File: config.mk
export PLATFORM = sky130hd
export DESIGN_NAME = restoring_divider_8bit_flat
export DESIGN_NICKNAME = d
export VERILOG_FILES = /design/src/rtl/restoring_divider_8bit_if.sv /design/src/rtl/restoring_divider_8bit.sv /design/src/flat_wrapper.sv
export SDC_FILE = /design/constraint.sdc
export NUM_CORES = 1
export LEC_CHECK = 0
export BUFFER_PORTS_ARGS = -buffer_cell sky130_fd_sc_hd__buf_4
export CORE_MARGIN = 5
export CORE_UTILIZATION = 49
export CTS_CLUSTER_DIAMETER = 60
export DETAILED_ROUTE_END_ITERATION = 16
export GPL_TIMING_DRIVEN = 0
export PLACE_DENSITY_LB_ADDON = 0.15
export SYNTH_ARGS = -nofsm -noshare
export SYNTH_HDL_FRONTEND = slang
export SYNTH_SLANG_ARGS = --single-unit
File: constraint.sdc
create_clock -name clk_i -period 2.19 [get_ports clk_i]
set_input_delay 0.1095 -clock clk_i [delete_from_list [all_inputs] [get_ports clk_i]]
set_output_delay 0.1095 -clock clk_i [all_outputs]
set_load 0.01 [all_outputs]
File: src/rtl/restoring_divider_8bit_if.sv
// Handshake and operand/result bundle for restoring_divider_8bit.
// The divider is the slave; whoever issues divisions is the master.
interface restoring_divider_8bit_if #(
  parameter int unsigned WIDTH = 8
);
  logic             start;
  logic [WIDTH-1:0] dividend;
  logic [WIDTH-1:0] divisor;
  logic [WIDTH-1:0] quotient;
  logic [WIDTH-1:0] remainder;
  logic             busy;
  logic             done;
  logic             div_by_zero;

  modport master (
    output start,
    output dividend,
    output divisor,
    input  quotient,
    input  remainder,
    input  busy,
    input  done,
    input  div_by_zero
  );

  modport slave (
    input  start,
    input  dividend,
    input  divisor,
    output quotient,
    output remainder,
    output busy,
    output done,
    output div_by_zero
  );
endinterface

File: src/rtl/restoring_divider_8bit.sv
// Sequential unsigned restoring divider, one quotient bit per cycle, all outputs registered.
// Optional DIV_ZERO_TRAP_EN: a zero divisor short-circuits to a 1-cycle flagged result.
module restoring_divider_8bit #(
  parameter int unsigned WIDTH = 8
) (
  input  logic                     clk_i,
  input  logic                     rst_i,
  restoring_divider_8bit_if.slave  div_io
);

  localparam int unsigned CntW = $clog2(WIDTH);

`ifdef DIV_ZERO_TRAP_EN
  typedef enum logic [1:0] {StIdle, StRun, StZero} state_e;
`else
  typedef enum logic [1:0] {StIdle, StRun} state_e;
`endif

  state_e           state_q;
  logic [WIDTH-1:0] d_q;
  logic [WIDTH-1:0] q_q;
  logic [WIDTH:0]   r_q;
  logic [CntW-1:0]  cnt_q;
  logic [WIDTH-1:0] quo_q;
  logic [WIDTH-1:0] rem_q;
  logic             busy_q;
  logic             done_q;

  logic [WIDTH:0]   s;
  logic [WIDTH:0]   diff;
  logic             borrow8;
  logic             borrow_out;
  logic [WIDTH:0]   t;
  logic [WIDTH:0]   r_nxt;
  logic [WIDTH-1:0] q_nxt;

  // Trial subtract: low byte with borrow, then borrow propagated through bit 8.
  always_comb begin
    s          = {r_q[WIDTH-1:0], q_q[WIDTH-1]};
    diff       = {1'b0, s[WIDTH-1:0]} - {1'b0, d_q};
    borrow8    = diff[WIDTH];
    borrow_out = borrow8 & ~s[WIDTH];
    t          = {s[WIDTH] ^ borrow8, diff[WIDTH-1:0]};
    r_nxt      = borrow_out ? s : t;
    q_nxt      = {q_q[WIDTH-2:0], ~borrow_out};
  end

`ifdef DIV_ZERO_TRAP_EN
  logic dbz_q;
`endif

  always_ff @(posedge clk_i) begin
    if (rst_i) begin
      state_q <= StIdle;
      d_q     <= '0;
      q_q     <= '0;
      r_q     <= '0;
      cnt_q   <= '0;
      quo_q   <= '0;
      rem_q   <= '0;
      busy_q  <= 1'b0;
      done_q  <= 1'b0;
`ifdef DIV_ZERO_TRAP_EN
      dbz_q   <= 1'b0;
`endif
    end else begin
      done_q <= 1'b0;
      case (state_q)
        StIdle: begin
          if (div_io.start) begin
            d_q   <= div_io.divisor;
            q_q   <= div_io.dividend;
            r_q   <= '0;
            cnt_q <= '0;
`ifdef DIV_ZERO_TRAP_EN
            dbz_q <= 1'b0;
            if (div_io.divisor == '0) begin
              state_q <= StZero;
            end else begin
              state_q <= StRun;
              busy_q  <= 1'b1;
            end
`else
            state_q <= StRun;
            busy_q  <= 1'b1;
`endif
          end
        end
        StRun: begin
          r_q   <= r_nxt;
          q_q   <= q_nxt;
          cnt_q <= cnt_q + CntW'(1);
          if (cnt_q == CntW'(WIDTH - 1)) begin
            state_q <= StIdle;
            busy_q  <= 1'b0;
            done_q  <= 1'b1;
            quo_q   <= q_nxt;
            rem_q   <= r_nxt[WIDTH-1:0];
          end
        end
`ifdef DIV_ZERO_TRAP_EN
        StZero: begin
          // q_q still holds the captured dividend here.
          state_q <= StIdle;
          done_q  <= 1'b1;
          dbz_q   <= 1'b1;
          quo_q   <= '1;
          rem_q   <= q_q;
        end
`endif
        default: begin
          state_q <= StIdle;
          busy_q  <= 1'b0;
        end
      endcase
    end
  end

  assign div_io.quotient  = quo_q;
  assign div_io.remainder = rem_q;
  assign div_io.busy      = busy_q;
  assign div_io.done      = done_q;
`ifdef DIV_ZERO_TRAP_EN
  assign div_io.div_by_zero = dbz_q;
`else
  assign div_io.div_by_zero = 1'b0;
`endif

endmodule

File: src/flat_wrapper.sv
// flat-port wrapper written by rule: the top's interface ports become plain ports
module restoring_divider_8bit_flat 
#(
  parameter int unsigned WIDTH = 8
)
  (clk_i, rst_i, div_io_start, div_io_dividend, div_io_divisor, div_io_quotient, div_io_remainder, div_io_busy, div_io_done, div_io_div_by_zero);
  restoring_divider_8bit_if #(.WIDTH(WIDTH)) div_io_i ();
  input  logic clk_i;
  input  logic rst_i;
  input wire logic [$bits(div_io_i.start)-1:0] div_io_start;
  input wire logic [$bits(div_io_i.dividend)-1:0] div_io_dividend;
  input wire logic [$bits(div_io_i.divisor)-1:0] div_io_divisor;
  output wire logic [$bits(div_io_i.quotient)-1:0] div_io_quotient;
  output wire logic [$bits(div_io_i.remainder)-1:0] div_io_remainder;
  output wire logic [$bits(div_io_i.busy)-1:0] div_io_busy;
  output wire logic [$bits(div_io_i.done)-1:0] div_io_done;
  output wire logic [$bits(div_io_i.div_by_zero)-1:0] div_io_div_by_zero;
  assign div_io_i.start = div_io_start;
  assign div_io_i.dividend = div_io_dividend;
  assign div_io_i.divisor = div_io_divisor;
  assign div_io_quotient = div_io_i.quotient;
  assign div_io_remainder = div_io_i.remainder;
  assign div_io_busy = div_io_i.busy;
  assign div_io_done = div_io_i.done;
  assign div_io_div_by_zero = div_io_i.div_by_zero;
  restoring_divider_8bit #(.WIDTH(WIDTH)) u_core (.clk_i(clk_i), .rst_i(rst_i), .div_io(div_io_i));
endmodule
* After elaboration in Yosys (flattened, before gate mapping)
Index checks and enable logic that the tools add are counted.
Cells by class: add/subtract/negate cells 2, eq/ne operators 4, muxes and demuxes 14, bitwise logic cells 4, reductions and logical operators 7
Operators by type and width (number):
- $pmux 8 s2 | 2
- $mux 8 | 3
- $sub 8x8->9 | 1
- $reduce_and 2->1 | 4
- $pmux 3 s2 | 1
- $mux 2 | 2
- $pmux 2 s2 | 1
- $add 3x1->3 const B | 1
- $eq 3x3->1 const B | 1
- $mux 1 | 3
- $mux 3 | 1
- $not 1->1 | 3
- $eq 2x1->1 const B | 1
- $logic_not 2->1 | 1
- $ne 2x1->1 const B | 1
- $ne 2x2->1 const B | 1
- $pmux 1 s2 | 1
- $reduce_bool 2->1 | 1
- $reduce_or 2->1 | 1
- $and 1x1->1 | 1
Storage, ports and cells: bits in registers 47, bits of input ports 19, output and inout port bits 19, word-level logic and storage cells 40

* Logic depth before layout (Yosys ltp)
Gate-level depths: netlist of the first run.
depth in word-level cells 4, gate-level depth with buffers 10

* Worst setup path after synthesis of the first run
Ideal clock, no wire load.
path type reg-to-reg, from reg u_core.q_q[7], to reg u_core.rem_q[0], in the netlist u_core.div_io.remainder[0], setup time 0.117 ns, data arrival time 1.941 ns, data required time 2.073 ns, setup slack 0.131 ns, stages on the path, launching flop included 10, buffers on the path 0, clock period less this slack 2.059 ns, path through dfxtp_1 inv_1 ha_1 inv_1 fa_1 a21oi_1 o211ai_2 a31oi_2 nand2_1 a32o_1
Between the ends: word-level cells in the longest chain between the ends 3
Ends and longest elaborated chain:
- from (decl) | RTL line restoring_divider_8bit.sv:21 | logic [WIDTH-1:0] q_q;
- from (signal assigned) | RTL line restoring_divider_8bit.sv:72 | q_q <= div_io.dividend;
- from (signal assigned) | RTL line restoring_divider_8bit.sv:91 | q_q <= q_nxt;
- $sub 8x8->9 | RTL line restoring_divider_8bit.sv:40 | diff = {1'b0, s[WIDTH-1:0]} - {1'b0, d_q};
- $and 1x1->1 | RTL line restoring_divider_8bit.sv:42 | borrow_out = borrow8 & ~s[WIDTH];
- $mux 8 (*) | RTL line restoring_divider_8bit.sv:44 | r_nxt = borrow_out ? s : t;
- to (signal assigned) | RTL line restoring_divider_8bit.sv:98 | rem_q <= r_nxt[WIDTH-1:0];
- to (decl) | RTL line restoring_divider_8bit.sv:25 | logic [WIDTH-1:0] rem_q;
Mark *: on every way between the ends. The rest lies on a longest branch, timed or not. A chain may end at the register's enable or synchronous reset.

* Worst setup path after layout of the first run
from reg u_core.q_q[7], to reg u_core.r_q[2]
Between the ends: word-level cells in the longest chain between the ends 4
Ends and longest elaborated chain:
- $sub 8x8->9 (*) | RTL line restoring_divider_8bit.sv:40
- $and 1x1->1 | RTL line restoring_divider_8bit.sv:42
- $mux 8 (*) | RTL line restoring_divider_8bit.sv:44
- $pmux 8 s2 (*) | RTL line restoring_divider_8bit.sv:68 | case (state_q)
- to (signal assigned) | RTL line restoring_divider_8bit.sv:90 | r_q <= r_nxt;
- to (decl) | RTL line restoring_divider_8bit.sv:22 | logic [WIDTH:0] r_q;
Marks and branches as above.

==> results of run 1 <==
-- per-layer routing --
| layer | routed length (microns) | up-vias |
|---|---|---|
| met5 | 0 | - |
| met1 | 2230 | 795 |
| met3 | 275 | 5 |
| li1 | - | 915 |
| met4 | 45 | 0 |
| met2 | 1950 | 45 |
-- how the worst max path moves through the flow --
stage                          startpoint                                       to  slack (ps)
6_report       u_core.q_q[7]$_SDFFE_PP0P_               u_core.r_q[2]$_SDFFE_PP0P_          40
5_1_grt        u_core.q_q[7]$_SDFFE_PP0P_               u_core.r_q[2]$_SDFFE_PP0P_         -60
4_1_cts        u_core.q_q[7]$_SDFFE_PP0P_  u_core.div_io.remainder[6]$_SDFFE_PP0P_          10
3_3_place_gp   u_core.q_q[7]$_SDFFE_PP0P_  u_core.div_io.remainder[0]$_SDFFE_PP0P_        -130
3_5_place_dp   u_core.q_q[7]$_SDFFE_PP0P_  u_core.div_io.remainder[0]$_SDFFE_PP0P_        -180
2_1_floorplan  u_core.q_q[7]$_SDFFE_PP0P_  u_core.div_io.remainder[0]$_SDFFE_PP0P_         130
-- critical path, cell delays in order, from the launching register on --
cell and delay [ps]:
dfxtp_1 320, inv_1 80, ha_2 190, inv_1 50, fa_2 380, a21oi_4 190
o211ai_4 120, a31o_1 250, buf_6 140, mux2i_1 220, o21ai_1 100
-- cells in the mapped netlist, types with 2 or more instances --
| cell | count | area, sq um |
|---|---|---|
| buf_2 | 3 | 15.0 |
| o31ai_1 | 2 | 15.0 |
| a22o_1 | 7 | 61.3 |
| buf_4 | 3 | 22.5 |
| nor3b_1 | 3 | 22.5 |
| buf_1 | 2 | 7.51 |
| xor2_1 | 2 | 17.5 |
| mux2i_1 | 13 | 130 |
| dfxtp_1 | 45 | 901 |
| o211ai_1 | 2 | 15.0 |
| a21oi_1 | 21 | 105 |
| nor3_1 | 2 | 10.0 |
| inv_1 | 13 | 48.8 |
| nand3b_1 | 3 | 22.5 |
| nor2_1 | 34 | 128 |
| ha_1 | 10 | 125 |
| nor2b_1 | 3 | 18.8 |
| clkbuf_1 | 6 | 22.5 |
| nand2_1 | 14 | 52.6 |
| a32o_1 | 2 | 20.0 |
| a211oi_1 | 2 | 15.0 |
| nand2b_1 | 4 | 25.0 |
| o21ai_1 | 9 | 45.0 |
| o21ai_0 | 5 | 25.0 |
| a32oi_1 | 4 | 35.0 |
-- cell families (layout without fill, tap and decap cells) --
kind of cell    count (synthesis)  after routing
mux                            13             13
xor+xnor                        3              3
simple gates                   71             71
buf+inv                        27             74
compound gates                 64             64
other cells                     1              1
flops                          45             45
fa+ha+maj                      11             11
-- power by group --
| part | switching [mW] | leakage [nW] | total [mW] | internal [mW] |
|---|---|---|---|---|
| combinational | 0.361 | 0.686 | 0.682 | 0.321 |
| clock | 0.269 | 0.0512 | 0.524 | 0.256 |
| sequential | 0.0325 | 0.366 | 0.890 | 0.858 |
-- flip-flops by register name, summed over array words and instances, names as in the netlist --
name / flops
u_core.q_q: 8
u_core.state_q: 1
u_core.div_io.remainder: 8
u_core.d_q: 8
u_core.cnt_q: 3
u_core.div_io.quotient: 8
u_core.r_q: 8
u_core.div_io.done: 1
-- repair_timing --
action                                  4_1_cts  5_1_grt
hold buffers                                  0        0
setup buffers                                 1        3
endpoints found under the setup margin       16       14
pin swaps                                     3        2
resized for setup                             5        8
-- area by class of cell --
cell class / count / area [sq um] / share of cell area
inverter: 13 / 48.8 / 0.0188
tap: 50 / 62.6 / 0.0241
sequential: 45 / 901 / 0.347
buffer: 14 / 71.3 / 0.0274
clock inverter: 2 / 13.8 / 0.00530
multi-input combinational: 163 / 1130 / 0.433
timing repair buffer: 39 / 293 / 0.113
clock buffer: 6 / 82.6 / 0.0318
-- stage by stage --
stage | cell area [sq um] | power, mW
final | 2600 | 2.10
after global routing | 2600 | 2.22
after CTS | 2540 | 2.01
after detailed placement | 2420 | 1.46
after global placement | 2420 | 1.45
after floorplan | 2090 | 1.33
==> run_results.csv, run 1 <==
group,metric,value,unit
cells_and_area,drive_gt1_frac,0.238,
grt,grtUsageMet3,0.0303,
cells_and_area,final_util,0.640,
power,leakage,1.10,nW
yosys,synth_mux_area_frac,0.0622,
grt,grt_use_met1,0.234,
yosys,yosysSeqAreaShare,0.431,
timing,drv_slew,0,
place,portBuffers,35,
cells_and_area,num-fill-cells,363,
clocking,clkTransAtPathRegs,80,ps
worst_hold_path,hold-path-cell-count,3,
yosys,synth_top_family_by_area,"compound AO/OA/AOI/OAI gates",
cells_and_area,layout_common_cells,"45 x dfxtp_1, 41 x buf_4, 34 x nor2_1",
grt,grt_overflow_total,0,
critical_path,timing.rr.end,"u_core.r_q[2]$_SDFFE_PP0P_",
power,peakVddDrop,0.000425,V
yosys,synth.distinct_cells,46,
cells_and_area,num-nets-final,311,
yosys,async_reset_ff_frac,0,
timing,period_needed,2150,ps
grt,grtUsageMet2,0.247,
clocking,cts_tree,"yes",
grt,grt_pass1_wl,7140,microns
yosys,synth_edf_count,0,
timing,post-route-period-util,0.981,
timing,maxSlewHeadroom,0.390,
floorplanning,initial_core_util,0.516,
grt,grtUsageTotal,0.162,
routing,avgRoutedWirePerCell,13.6,microns
grt,antenna_found_initial,0,
routing,wl,4500,microns
yosys,synth_area,0.00209,sq mm
timing,hold_viol,0,
place,dpl_worst_slack,-178,ps
yosys,synth_xor_area_frac,0.0126,
critical_path,critical_path_class,"reg2reg",
cells_and_area,n_antenna_cell,0,
floorplanning,fp.dieW,75.3,microns
cells_and_area,fin_cells,332,
timing,clock_skew,8.15,ps
routing,drc,0,
worst_hold_path,holdPathEnd,"u_core.d_q[5]$_SDFFE_PP0P_",
timing,setup-violations-final,0,
timing,fin_ws,41.0,ps
yosys,yosys.area_share.adder,0.0694,
yosys,netlist_instances,235,
critical_path,crit_fanout,6,
routing,antenna_left,0,
routing,firstDrtPassIters,4,
critical_path,cp-end-kind,"flop",
place,gp_congestion,0.781,
status,status,"finished, final reports clean",
clocking,clockBufferDepth,2,
floorplanning,fp-row-count,23,
critical_path,r2r_cells,10,
floorplanning,dieArea,0.00568,sq mm
timing,fin_tns_setup,0,ps
critical_path,timing.rr.start,"u_core.q_q[7]$_SDFFE_PP0P_",
run,maxCapViolations,0,
critical_path,crit_path_start_kind,"flop",
floorplanning,fp.dieH,75.3,microns
clocking,cts.sinks,45,
yosys,yosys_warnings,0,
place,placedCellCount,320,
clocking,ctsHtreeMaxLevel,2,
place,post-dp-hpwl,3240,microns
floorplanning,ioPinCount,38,
worst_hold_path,min-delay-path-class,"in2reg",
cells_and_area,final_common_cell,"dfxtp_1",
clocking,numCtsBuffers,5,
grt,grt_pass1_vias,1576,
floorplanning,core,0.00406,sq mm
yosys,synth_simple_gate_area_share,0.163,
yosys,synth_nets,265,
routing,first_iter_violations,117,
critical_path,required,2370,ps
power,powerDensity,807,mW/mm^2
clocking,clock_latency,290,ps
critical_path,regToRegSetupSlack,40,ps
yosys,synthFlopType,"dfxtp_1",
timing,worstMarginPinSlew,908,ps
routing,vias_per_cell,5.30,
worst_hold_path,min_from,"div_io_divisor[5]",
yosys,avgSynthCellArea,8.90,sq um
routing,vias,1760,
yosys,synth_compound_area_frac,0.205,
grt,grt_max_degree,15,
timing,max_clock_freq,465,MHz
grt,grt.busiest_layer,"met2",
yosys,synth_seq_cells,45,
cells_and_area,areaGrowthSynthToFinish,24.2,%
critical_path,crit_arrival,2330,ps
clocking,clockRootBuffer,"clkbuf_8",
timing,worst_hold_slack,42.9,ps
Power figures use the tool's default switching activity.
==> inputs of run 2 (changes only) <==
- CORE_UTILIZATION: 49 -> 55
- HOLD_SLACK_MARGIN: not set -> 0.08
- SETUP_SLACK_MARGIN: not set -> 0.1
- clock period: 2.19 -> 2.2 ns (I/O delays scaled with it)
==> run_results.csv, run 2 (synthesized netlist as in run 1, its figures left out) <==
group,metric,value,unit
status,status,"finished, final reports clean",
critical_path,crit_arrival,2270,ps
floorplanning,initial_core_util,0.571,
worst_hold_path,min-delay-path-class,"in2reg",
cells_and_area,final_util,0.773,
power,finalPower,2.50,mW
timing,hold_viol,0,
clocking,clockBufferDepth,2,
floorplanning,ioPinCount,38,
grt,grt_pass1_vias,1698,
critical_path,cp-end-kind,"flop",
routing,avgRoutedWirePerCell,15.1,microns
power,peakVddDrop,0.000624,V
grt,antenna_found_initial,0,
timing,clock_skew,5.52,ps
run,maxCapViolations,0,
power,powerDensity,884,mW/mm^2
critical_path,crit_fanout,6,
routing,vias_per_cell,5.45,
cells_and_area,n_antenna_cell,0,
floorplanning,fp.dieH,71.7,microns
cells_and_area,final_common_cell,"buf_4",
timing,maxSlewHeadroom,0.406,
timing,max_clock_freq,481,MHz
clocking,numCtsBuffers,5,
grt,grt_max_degree,16,
floorplanning,fp.dieW,71.7,microns
clocking,cts_tree,"yes",
timing,fin_tns_setup,0,ps
clocking,clock_latency,310,ps
critical_path,critical_path_class,"reg2reg",
cells_and_area,areaGrowthSynthToFinish,35.2,%
place,dpl_cell_area,0.00241,sq mm
cells_and_area,layout_common_cells,"45 x buf_4, 43 x dfxtp_1, 34 x nor2_1",
routing,antenna_left,0,
timing,period_needed,2080,ps
timing,setup-violations-final,0,
cells_and_area,design_area,0.00283,sq mm
grt,grtUsageTotal,0.202,
routing,firstDrtPassIters,4,
critical_path,crit_path_start_kind,"flop",
place,placedCellCount,318,
timing,worst_hold_slack,162,ps
grt,grt_pass1_wl,8240,microns
timing,rsz0062_at_grt,"true",
cells_and_area,num-fill-cells,268,
place,gp_congestion,0.771,
power,leakage,1.18,nW
cells_and_area,fin_cells,342,
floorplanning,core,0.00366,sq mm
cells_and_area,drive_gt1_frac,0.276,
timing,drv_slew,0,
clocking,clockRootBuffer,"clkbuf_8",
grt,grt_overflow_total,0,
critical_path,r2r_cells,10,
critical_path,required,2390,ps
routing,drc,0,
routing,wl,5180,microns
place,post-dp-hpwl,3180,microns
timing,fin_ws,120,ps
clocking,clkTransAtPathRegs,90,ps
worst_hold_path,hold-path-cell-count,5,
place,dpl_worst_slack,-119,ps
routing,first_iter_violations,87,
routing,vias,1863,
floorplanning,dieArea,0.00514,sq mm
place,portBuffers,35,
timing,worstMarginPinSlew,884,ps
timing,post-route-period-util,0.945,
cells_and_area,num-nets-final,323,
clocking,ctsHtreeMaxLevel,2,
floorplanning,fp-row-count,22,
clocking,cts.sinks,45,
## run 2: final cells by class
| type | instances | area [sq um] | share of cell area |
|---|---|---|---|
| plain buffers | 14 | 71.3 | 0.0252 |
| flip-flops and latches | 45 | 903 | 0.319 |
| clock buffers | 5 | 68.8 | 0.0243 |
| inverters | 13 | 48.8 | 0.0172 |
| repair buffers | 51 | 403 | 0.142 |
| multi-input cells | 163 | 1200 | 0.426 |
| clock inverters | 3 | 68.8 | 0.0243 |
| well taps | 48 | 60.1 | 0.0212 |
## run 2: path summary, 6_finish.rpt
path | from | endpoint | slack, ps
max | u_core.q_q[7]$_SDFFE_PP0P_ | u_core.div_io.remainder[4]$_SDFFE_PP0P_ | 120
min | div_io_dividend[5] | u_core.q_q[5]$_SDFFE_PP0P_ | 160
max reg2reg | u_core.q_q[7]$_SDFFE_PP0P_ | u_core.div_io.remainder[4]$_SDFFE_PP0P_ | 120
min reg2reg | u_core.div_io.remainder[6]$_SDFFE_PP0P_ | u_core.div_io.remainder[6]$_SDFFE_PP0P_ | 450
## run 2: timing repair
item	4_1_cts	5_1_grt
hold endpoints to repair	8	0
setup endpoints to repair	17	17
hold buffers	8	0
buffers inserted	3	5
pin swaps	6	10
resized for setup	11	18
## run 2: power by group
part	switching (mW)	internal, mW
Combinational	0.427	0.420
Sequential	0.0388	0.854
Clock	0.303	0.457
## run 2: layer usage
metal  part of all wire  routed length, microns  global-route usage
met5                  0                       0                   0
met4              0.019                      97              0.0856
met3              0.048                     248              0.0365
met2               0.47                    2420               0.317
met1               0.47                    2410               0.271
## run 2: worst max-delay path: stages, from the launching register on
cell      delay [ps]
dfxtp_2          330
inv_2             80
ha_4             140
inv_2             40
fa_2             360
a21oi_4          190
o211ai_4         120
a31o_1           260
buf_6            160
mux2i_2          210
o21ai_1           80
